### src/rtl/tl_tx_tag_tracker.sv
// Non-posted tag allocator with per-tag outstanding bitmap, completion retire and timeout.
// Grant is combinational (zero latency, withheld while full); error pulses and counts are registered, one cycle later.
module tl_tx_tag_tracker #(
    parameter int REQUESTER_ID_WIDTH  = 16,
    parameter int REQUESTER_TAG_WIDTH = 10,
    parameter int TAG_WIDTH           = 5,
    parameter int TO_WIDTH            = 4,
    parameter int PRESCALE            = 1024
) (
    input  logic                           clk,
    input  logic                           rst,
    input  logic [REQUESTER_ID_WIDTH-1:0]  cfg_req_id,
    input  logic                           tag_req,
    output logic                           tag_gnt,
    output logic [REQUESTER_TAG_WIDTH-1:0] tag_out,
    input  logic                           cpl_valid,
    input  logic [REQUESTER_ID_WIDTH-1:0]  cpl_req_id,
    input  logic [REQUESTER_TAG_WIDTH-1:0] cpl_tag,
    input  logic                           cpl_last,
    input  logic                           uc_en,
    output logic                           uc_error,
    output logic [REQUESTER_TAG_WIDTH-1:0] uc_tag,
    output logic                           to_error,
    output logic [REQUESTER_TAG_WIDTH-1:0] to_tag,
    output logic [TAG_WIDTH:0]             outstanding_cnt,
    output logic                           full,
    output logic                           empty
);
    localparam int NUM_TAGS = 2**TAG_WIDTH;
    localparam int PS_W     = (PRESCALE > 1) ? $clog2(PRESCALE) : 1;
    localparam logic [TO_WIDTH-1:0] AGE_MAX = '1;
    localparam logic [PS_W-1:0]     PS_LAST = PS_W'(PRESCALE - 1);

    logic [NUM_TAGS-1:0]  busy;
    logic [TO_WIDTH-1:0]  age [NUM_TAGS];
    logic [PS_W-1:0]      presc;
    logic [TAG_WIDTH:0]   cnt_next;
    logic [TAG_WIDTH-1:0] free_idx;
    logic [TAG_WIDTH-1:0] exp_idx;
    logic [TAG_WIDTH-1:0] cpl_idx;
    logic                 exp_found;
    logic                 tick;
    logic                 cpl_match;
    logic                 retire;
    logic                 expire;
    logic                 uc_hit;

    // Descending scans so the lowest qualifying index wins.
    always_comb begin
        free_idx = '0;
        for (int i = NUM_TAGS - 1; i >= 0; i--) begin
            if (!busy[i]) free_idx = TAG_WIDTH'(i);
        end
    end

    always_comb begin
        exp_found = 1'b0;
        exp_idx   = '0;
        for (int i = NUM_TAGS - 1; i >= 0; i--) begin
            if (busy[i] && age[i] == AGE_MAX) begin
                exp_found = 1'b1;
                exp_idx   = TAG_WIDTH'(i);
            end
        end
    end

    assign tag_gnt   = tag_req & ~full;
    assign tag_out   = REQUESTER_TAG_WIDTH'(free_idx);
    assign cpl_idx   = cpl_tag[TAG_WIDTH-1:0];
    assign cpl_match = cpl_valid && (cpl_req_id == cfg_req_id) &&
                       (cpl_tag[REQUESTER_TAG_WIDTH-1:TAG_WIDTH] == '0) && busy[cpl_idx];
    assign retire    = cpl_match & cpl_last;
    // Any matching completion on the tag about to expire rescues it.
    assign expire    = exp_found & ~(cpl_match && (cpl_idx == exp_idx));
    assign uc_hit    = cpl_valid & ~cpl_match & uc_en;
    assign tick      = (presc == PS_LAST);
    assign cnt_next  = outstanding_cnt + (TAG_WIDTH+1)'(tag_gnt)
                     - (TAG_WIDTH+1)'(retire) - (TAG_WIDTH+1)'(expire);

    always_ff @(posedge clk) begin
        if (rst) begin
            busy            <= '0;
            presc           <= '0;
            outstanding_cnt <= '0;
            full            <= 1'b0;
            empty           <= 1'b1;
            uc_error        <= 1'b0;
            uc_tag          <= '0;
            to_error        <= 1'b0;
            to_tag          <= '0;
            for (int i = 0; i < NUM_TAGS; i++) age[i] <= '0;
        end else begin
            presc           <= tick ? '0 : presc + PS_W'(1);
            outstanding_cnt <= cnt_next;
            full            <= (cnt_next == (TAG_WIDTH+1)'(NUM_TAGS));
            empty           <= (cnt_next == '0);
            uc_error        <= uc_hit;
            to_error        <= expire;
            if (uc_hit) uc_tag <= cpl_tag;
            if (expire) to_tag <= REQUESTER_TAG_WIDTH'(exp_idx);
            for (int i = 0; i < NUM_TAGS; i++) begin
                if (tag_gnt && free_idx == TAG_WIDTH'(i)) begin
                    busy[i] <= 1'b1;
                    age[i]  <= '0;
                end else if (cpl_match && cpl_idx == TAG_WIDTH'(i)) begin
                    if (cpl_last) busy[i] <= 1'b0;
                    else          age[i]  <= '0;
                end else if (expire && exp_idx == TAG_WIDTH'(i)) begin
                    busy[i] <= 1'b0;
                end else if (tick && busy[i] && age[i] != AGE_MAX) begin
                    age[i] <= age[i] + TO_WIDTH'(1);
                end
            end
        end
    end
endmodule

### config.mk
export PLATFORM = sky130hd
export DESIGN_NAME = tl_tx_tag_tracker
export DESIGN_NICKNAME = d
export VERILOG_FILES = /design/src/rtl/tl_tx_tag_tracker.sv
export SDC_FILE = /design/constraint.sdc
export NUM_CORES = 1
export LEC_CHECK = 0
export CORE_MARGIN = 2
export CORE_UTILIZATION = 30
export DETAILED_ROUTE_END_ITERATION = 8
export SYNTH_ARGS = -nofsm -noshare
export SYNTH_HDL_FRONTEND = slang
export SYNTH_SLANG_ARGS = --single-unit
export TNS_END_PERCENT = 100
### constraint.sdc
create_clock -name clk -period 6.7 [get_ports clk]
set_clock_uncertainty 0.2 [all_clocks]
set_input_delay 2.01 -clock clk [delete_from_list [all_inputs] [get_ports clk]]
set_output_delay 2.01 -clock clk [all_outputs]
set_load 0.03 [all_outputs]
==> results of run 1 <==
-- Yosys cell counts (24+ instances only) --
| library cell | n | area [sq um] |
|---|---|---|
| nor2_1 | 182 | 683 |
| edfxtp_1 | 128 | 3840 |
| nand2_1 | 115 | 432 |
| nand3_1 | 102 | 510 |
| dfxtp_1 | 67 | 1340 |
| a21oi_1 | 54 | 270 |
| inv_1 | 52 | 195 |
| nand4_1 | 52 | 325 |
| xnor2_1 | 52 | 455 |
| xor2_1 | 42 | 368 |
| ha_1 | 39 | 488 |
| o21ai_0 | 30 | 150 |
| nor3_1 | 29 | 145 |
| clkbuf_1 | 26 | 97.6 |
| o2111ai_1 | 24 | 210 |
-- metal layers --
| metal | share of wire | global-route usage | up-vias |
|---|---|---|---|
| met5 | 0 | 0 | - |
| met4 | 0.033 | 0.0747 | 0 |
| met3 | 0.083 | 0.0413 | 76 |
| met2 | 0.44 | 0.285 | 476 |
| met1 | 0.44 | 0.247 | 5119 |
| li1 | - | - | 4973 |
-- stage by stage --
stage	hold slack, ns	cell area (sq um)	power, mW
after CTS	0.267	14200	2.79
after floorplan	0.249	12300	1.63
final	0.265	14200	2.77
after global routing	0.283	14200	2.87
after detailed placement	0.251	13600	1.77
after global placement	0.253	13600	1.76
-- sequential cells by signal (all words and copies together) (netlist names) --
register / count
age: 128
busy: 32
presc: 10
uc_tag: 10
outstanding_cnt: 6
to_tag: 5
empty: 1
full: 1
to_error: 1
uc_error: 1
-- cells by family after synthesis --
logic type / synth area share
DFF: 0.424
muxes: 0.0282
other: 0.000307
AOI/OAI and AO/OA: 0.140
adders and majority gates: 0.0432
buffers and inverters: 0.0408
and+or+nand+nor: 0.256
xor gates and xnor gates: 0.0674
-- report_power, final --
part	total, mW	switching, mW	internal [mW]
logic	0.359	0.213	0.146
registers	1.39	0.0513	1.34
clock network	1.03	0.516	0.512
total	2.77	0.781	1.99
-- worst min-delay path by stage --
stage                         start        end  slack, ns  depth (start not counted)
after floorplan            presc[0]   presc[0]       0.25                          1
after global placement    to_tag[0]  to_tag[0]       0.25                          2
after detailed placement  to_tag[3]  to_tag[3]       0.25                          2
after CTS                 to_tag[3]  to_tag[3]       0.27                          2
after global routing      to_tag[3]  to_tag[3]       0.28                          2
final                     to_tag[3]  to_tag[3]       0.27                          2
-- tightest hold or removal path: cells and delay by family, from the launching register on --
kind,cells,cell delay [ns]
flops,1,0.32
mux,1,0.06
simple gates,1,0.05
-- layout make-up --
type / count / area [sq um] / share of cell area
multi-input cells: 1001 / 6580 / 0.465
clock buffers: 20 / 457 / 0.0323
inverters: 53 / 199 / 0.0141
clock inverters: 12 / 110 / 0.00778
repair buffers: 104 / 971 / 0.0686
well taps: 525 / 657 / 0.0464
flip-flops and latches: 195 / 5180 / 0.366
==> results.json, run 1 <==
{
  "outcome": "completed",
  "powerDensity_nw_per_um2": 196,
  "pre_cts_ws_ns": 0.257,
  "seq_area_frac_synth": 0.424,
  "synthDistinctLibCells": 91,
  "regToRegSetupSlack_ns": 1.68,
  "grt_pass1_wl_microns": 59500,
  "hold_path.class": "reg2reg",
  "ff2ff_path_depth": 18,
  "cts_tree": "done",
  "layout_commonest_cell": "nor2_1",
  "cp_top_family": "adder cells",
  "rsz0062_at_grt": "no",
  "area_growth_pct": 15.9,
  "n_fill_cell": 4100,
  "die_area_sq_um": 42400,
  "netlist_instances": 1296,
  "path_class": "in2reg",
  "routed_wl_microns": 38300,
  "fmax_ghz": 0.164,
  "yosys_warnings": 0,
  "cts.htree.levels": 4,
  "max_stage_delay_ns": 0.57,
  "synth_top_flop_cell": "edfxtp_1",
  "cts_buffer_depth": 2,
  "layout-drive-gt1-share": 0.0787,
  "wl_per_cell_microns": 20.1,
  "worstSetupEndpoint": "full",
  "ir_drop_uv": 171,
  "grt_usage": 0.184,
  "layout_setup_ws_ns": 0.620,
  "clock_latency_ns": 0.46,
  "drc": 0,
  "yosys_register_bits": 195,
  "crit_cells": 19,
  "drt_first_pass_iters": 5,
  "rows": 73,
  "layout.nets": 1461,
  "cts_setup_buffers": 0,
  "dp_cells": 1878,
  "path_cells": "clkdlybuf4s50_1 -> buf_4 -> and2_1 -> a22oi_2 -> nand2_1 -> nand4_1 -> mux2i_1 -> o2111a_1 -> a31oi_4 -> fa_1 -> inv_1 -> ha_1 -> ha_1 -> fa_1 -> a21o_1 -> a21oi_1 -> xnor2_1 -> nand2_1 -> nor2_1",
  "postCtsHoldBufs": 0,
  "grt.overflow.total": 0,
  "syn_area_sq_um": 12200,
  "async_flop_share": 0,
  "fp.dieW_microns": 206,
  "root_buffer": "clkbuf_16",
  "setup_viol_count_final": 0,
  "worst_pin_slew_ns": 1.13,
  "setup.worst_path.end_class": "flop",
  "place_hpwl_microns": 29100,
  "die_h_microns": 206,
  "start_util": 0.305,
  "stdcell_count": 1910,
  "r2r_end": "full",
  "num_antenna_cells": 0,
  "num_vias": 10600,
  "finalHoldViolations": 0,
  "core_area_sq_um": 40000,
  "final.min_clock_period_ns": 6.08,
  "ant_nets": 0,
  "clk_pin_slew_ns": 0.08,
  "synth_area_per_cell_sq_um": 9.43,
  "startpoint": "cpl_tag[2]",
  "path_buf_inv": 3,
  "mostFrequentLayoutCells": "181 x nor2_1, 128 x edfxtp_1, 115 x nand2_1",
  "cts_buffers": 17,
  "port_buffers": 78,
  "post-route-period-util": 0.907,
  "antenna_found_initial": 0,
  "pin_count": 89,
  "critPathLaunchType": "primary input",
  "avgViaCountPerCell": 5.57,
  "power.leakage_nw": 4.97,
  "required_ns": 6.90,
  "setup_tns_ns": 0,
  "post_cts_resized": 0,
  "crit_path_top_delay_cell": "clkdlybuf4s50_1",
  "gp_congestion": 0.942,
  "synth-edff-count": 128,
  "grt_pass1_vias": 10300,
  "cp.arrival_ns": 6.28,
  "max_slew_margin": 0.240,
  "utilization": 0.354,
  "cts.sinks": 195,
  "drt-initial-drc-count": 926,
  "grt_max_degree": 64,
  "max_cap_violations": 0,
  "r2r_start": "age[1][16]",
  "path_max_fanout": 13,
  "slew_viol_final": 0
}
Power figures use the tool's default switching activity.
==> run 2: changes to the inputs <==
--- a/config.mk
+++ b/config.mk
@@ -8,6 +8,7 @@
 export CORE_MARGIN = 2
 export CORE_UTILIZATION = 30
 export DETAILED_ROUTE_END_ITERATION = 8
+export MAX_ROUTING_LAYER = met4
 export SYNTH_ARGS = -nofsm -noshare
 export SYNTH_HDL_FRONTEND = slang
 export SYNTH_SLANG_ARGS = --single-unit
==> run 2 against run 1 <==
Worst hold slack better by 0.0026 ns. Total power about the same. Core utilization hardly changed. Final area hardly changed. Die area stayed put. Clock power about the same. Critical path type unchanged. Critical endpoint unchanged. Highest routed layer unchanged.
==> results.json, run 2 (same netlist as run 1, synthesis figures left out) <==
{
  "port_buffers": 78,
  "grt_usage": 0.188,
  "dpl_cell_area_sq_um": 13600,
  "max_slew_margin": 0.266,
  "r2r_start": "age[1][8]",
  "outcome": "completed",
  "place_hpwl_microns": 29200,
  "cts.htree.levels": 4,
  "worst_pin_slew_ns": 1.09,
  "power.leakage_nw": 4.97,
  "max_stage_delay_ns": 0.55,
  "finalHoldViolations": 0,
  "num_vias": 10700,
  "layout-drive-gt1-share": 0.0788,
  "ir_drop_uv": 173,
  "crit_path_top_delay_cell": "clkdlybuf4s50_1",
  "powerDensity_nw_per_um2": 196,
  "dp_cells": 1877,
  "cts.sinks": 195,
  "post-route-period-util": 0.906,
  "cts_setup_buffers": 0,
  "top_register": "age",
  "core_area_sq_um": 40000,
  "min_from": "to_tag[0]",
  "max_cap_violations": 0,
  "setup_tns_ns": 0,
  "root_buffer": "clkbuf_16",
  "path_cells": "clkdlybuf4s50_1 -> nor2b_1 -> a22oi_2 -> nand2_1 -> nand4_1 -> mux2i_1 -> o2111a_1 -> a31oi_4 -> fa_1 -> inv_1 -> ha_1 -> ha_1 -> fa_1 -> a21o_1 -> a21oi_1 -> xnor2_1 -> nand2_1 -> nor2_1",
  "hold_path.class": "reg2reg",
  "grt_max_degree": 64,
  "pre_cts_ws_ns": 0.249,
  "n_fill_cell": 4122,
  "routed_wl_microns": 38400,
  "avgViaCountPerCell": 5.62,
  "startpoint": "cpl_tag[3]",
  "drt_first_pass_iters": 6,
  "stdcell_count": 1909,
  "grt_pass1_wl_microns": 59500,
  "layout.nets": 1460,
  "multi_input_area_sq_um": 6580,
  "largest_reg_flops": 128,
  "path_max_fanout": 5,
  "setup_viol_count_final": 0,
  "clk_pin_slew_ns": 0.08,
  "area_growth_pct": 15.8,
  "cts_buffer_depth": 2,
  "cts_tree": "done",
  "post_cts_resized": 0,
  "critPathLaunchType": "primary input",
  "die_h_microns": 206,
  "fp.dieW_microns": 206,
  "start_util": 0.305,
  "path_class": "in2reg",
  "seq_area_sq_um": 5180,
  "stdcell_area_sq_um": 14100,
  "drc": 0,
  "mostFrequentLayoutCells": "181 x nor2_1, 128 x edfxtp_1, 115 x nand2_1",
  "drt-initial-drc-count": 936,
  "ant_nets": 0,
  "wl_per_cell_microns": 20.1,
  "antenna_found_initial": 0,
  "clock_latency_ns": 0.46,
  "rows": 73,
  "layout_commonest_cell": "nor2_1",
  "gp_congestion": 0.978,
  "required_ns": 6.89,
  "pin_count": 89,
  "fmax_ghz": 0.165,
  "slew_viol_final": 0,
  "setup.worst_path.end_class": "flop",
  "grt.overflow.total": 0,
  "die_area_sq_um": 42400,
  "cts_buffers": 17,
  "top_regs": "age x128, busy x32",
  "cp.arrival_ns": 6.26,
  "grt_pass1_vias": 10400,
  "postCtsHoldBufs": 0,
  "final.min_clock_period_ns": 6.07,
  "rsz0062_at_grt": "no",
  "layout_setup_ws_ns": 0.633,
  "num_antenna_cells": 0
}
run 2: metrics by stage:
stage,power [mW],hold WS [ns],utilization
after floorplan,1.63,0.249,-
after global placement,1.76,0.252,0.339
after detailed placement,1.77,0.255,0.339
after CTS,2.80,0.272,0.354
after global routing,2.87,0.315,0.354
final,2.77,0.268,0.354
run 2: area by class of cell:
class	count	area share
clock buffers	19	0.0320
inverters	53	0.0141
clock inverters	13	0.00814
well taps	525	0.0464
flip-flops and latches	195	0.366
repair buffers	103	0.0681
multi-input cells	1001	0.465
run 2: per-layer routing:
layer	up-vias	share of wire	wire [microns]	global-route usage
li1	4992	-	-	-
met5	-	0	0	-
met4	0	0.030	1160	0.0645
met2	499	0.45	17100	0.287
met1	5150	0.43	16700	0.249
met3	93	0.089	3430	0.0369
run 2: power by group:
group	switching [mW]	internal [mW]	total, mW	leakage [nW]
clock	0.515	0.510	1.02	0.285
combinational	0.216	0.146	0.361	2.88
sequential	0.0503	1.34	1.39	1.80
total	0.781	1.99	2.77	4.97
run 2: final timing paths:
kind,to,slack [ns],depth (start not counted)
min,to_tag[0],0.27,2
max,full,0.63,18
min reg2reg,to_tag[0],0.27,2
max reg2reg,full,1.72,18
run 2: critical path, delay by kind of cell:
kind	cells	cell delay [ns]
buf+inv	2	0.59
fa+ha+maj	4	1.31
simple gates	5	1.02
xor+xnor	1	0.15
compound gates	5	0.91
mux	1	0.24
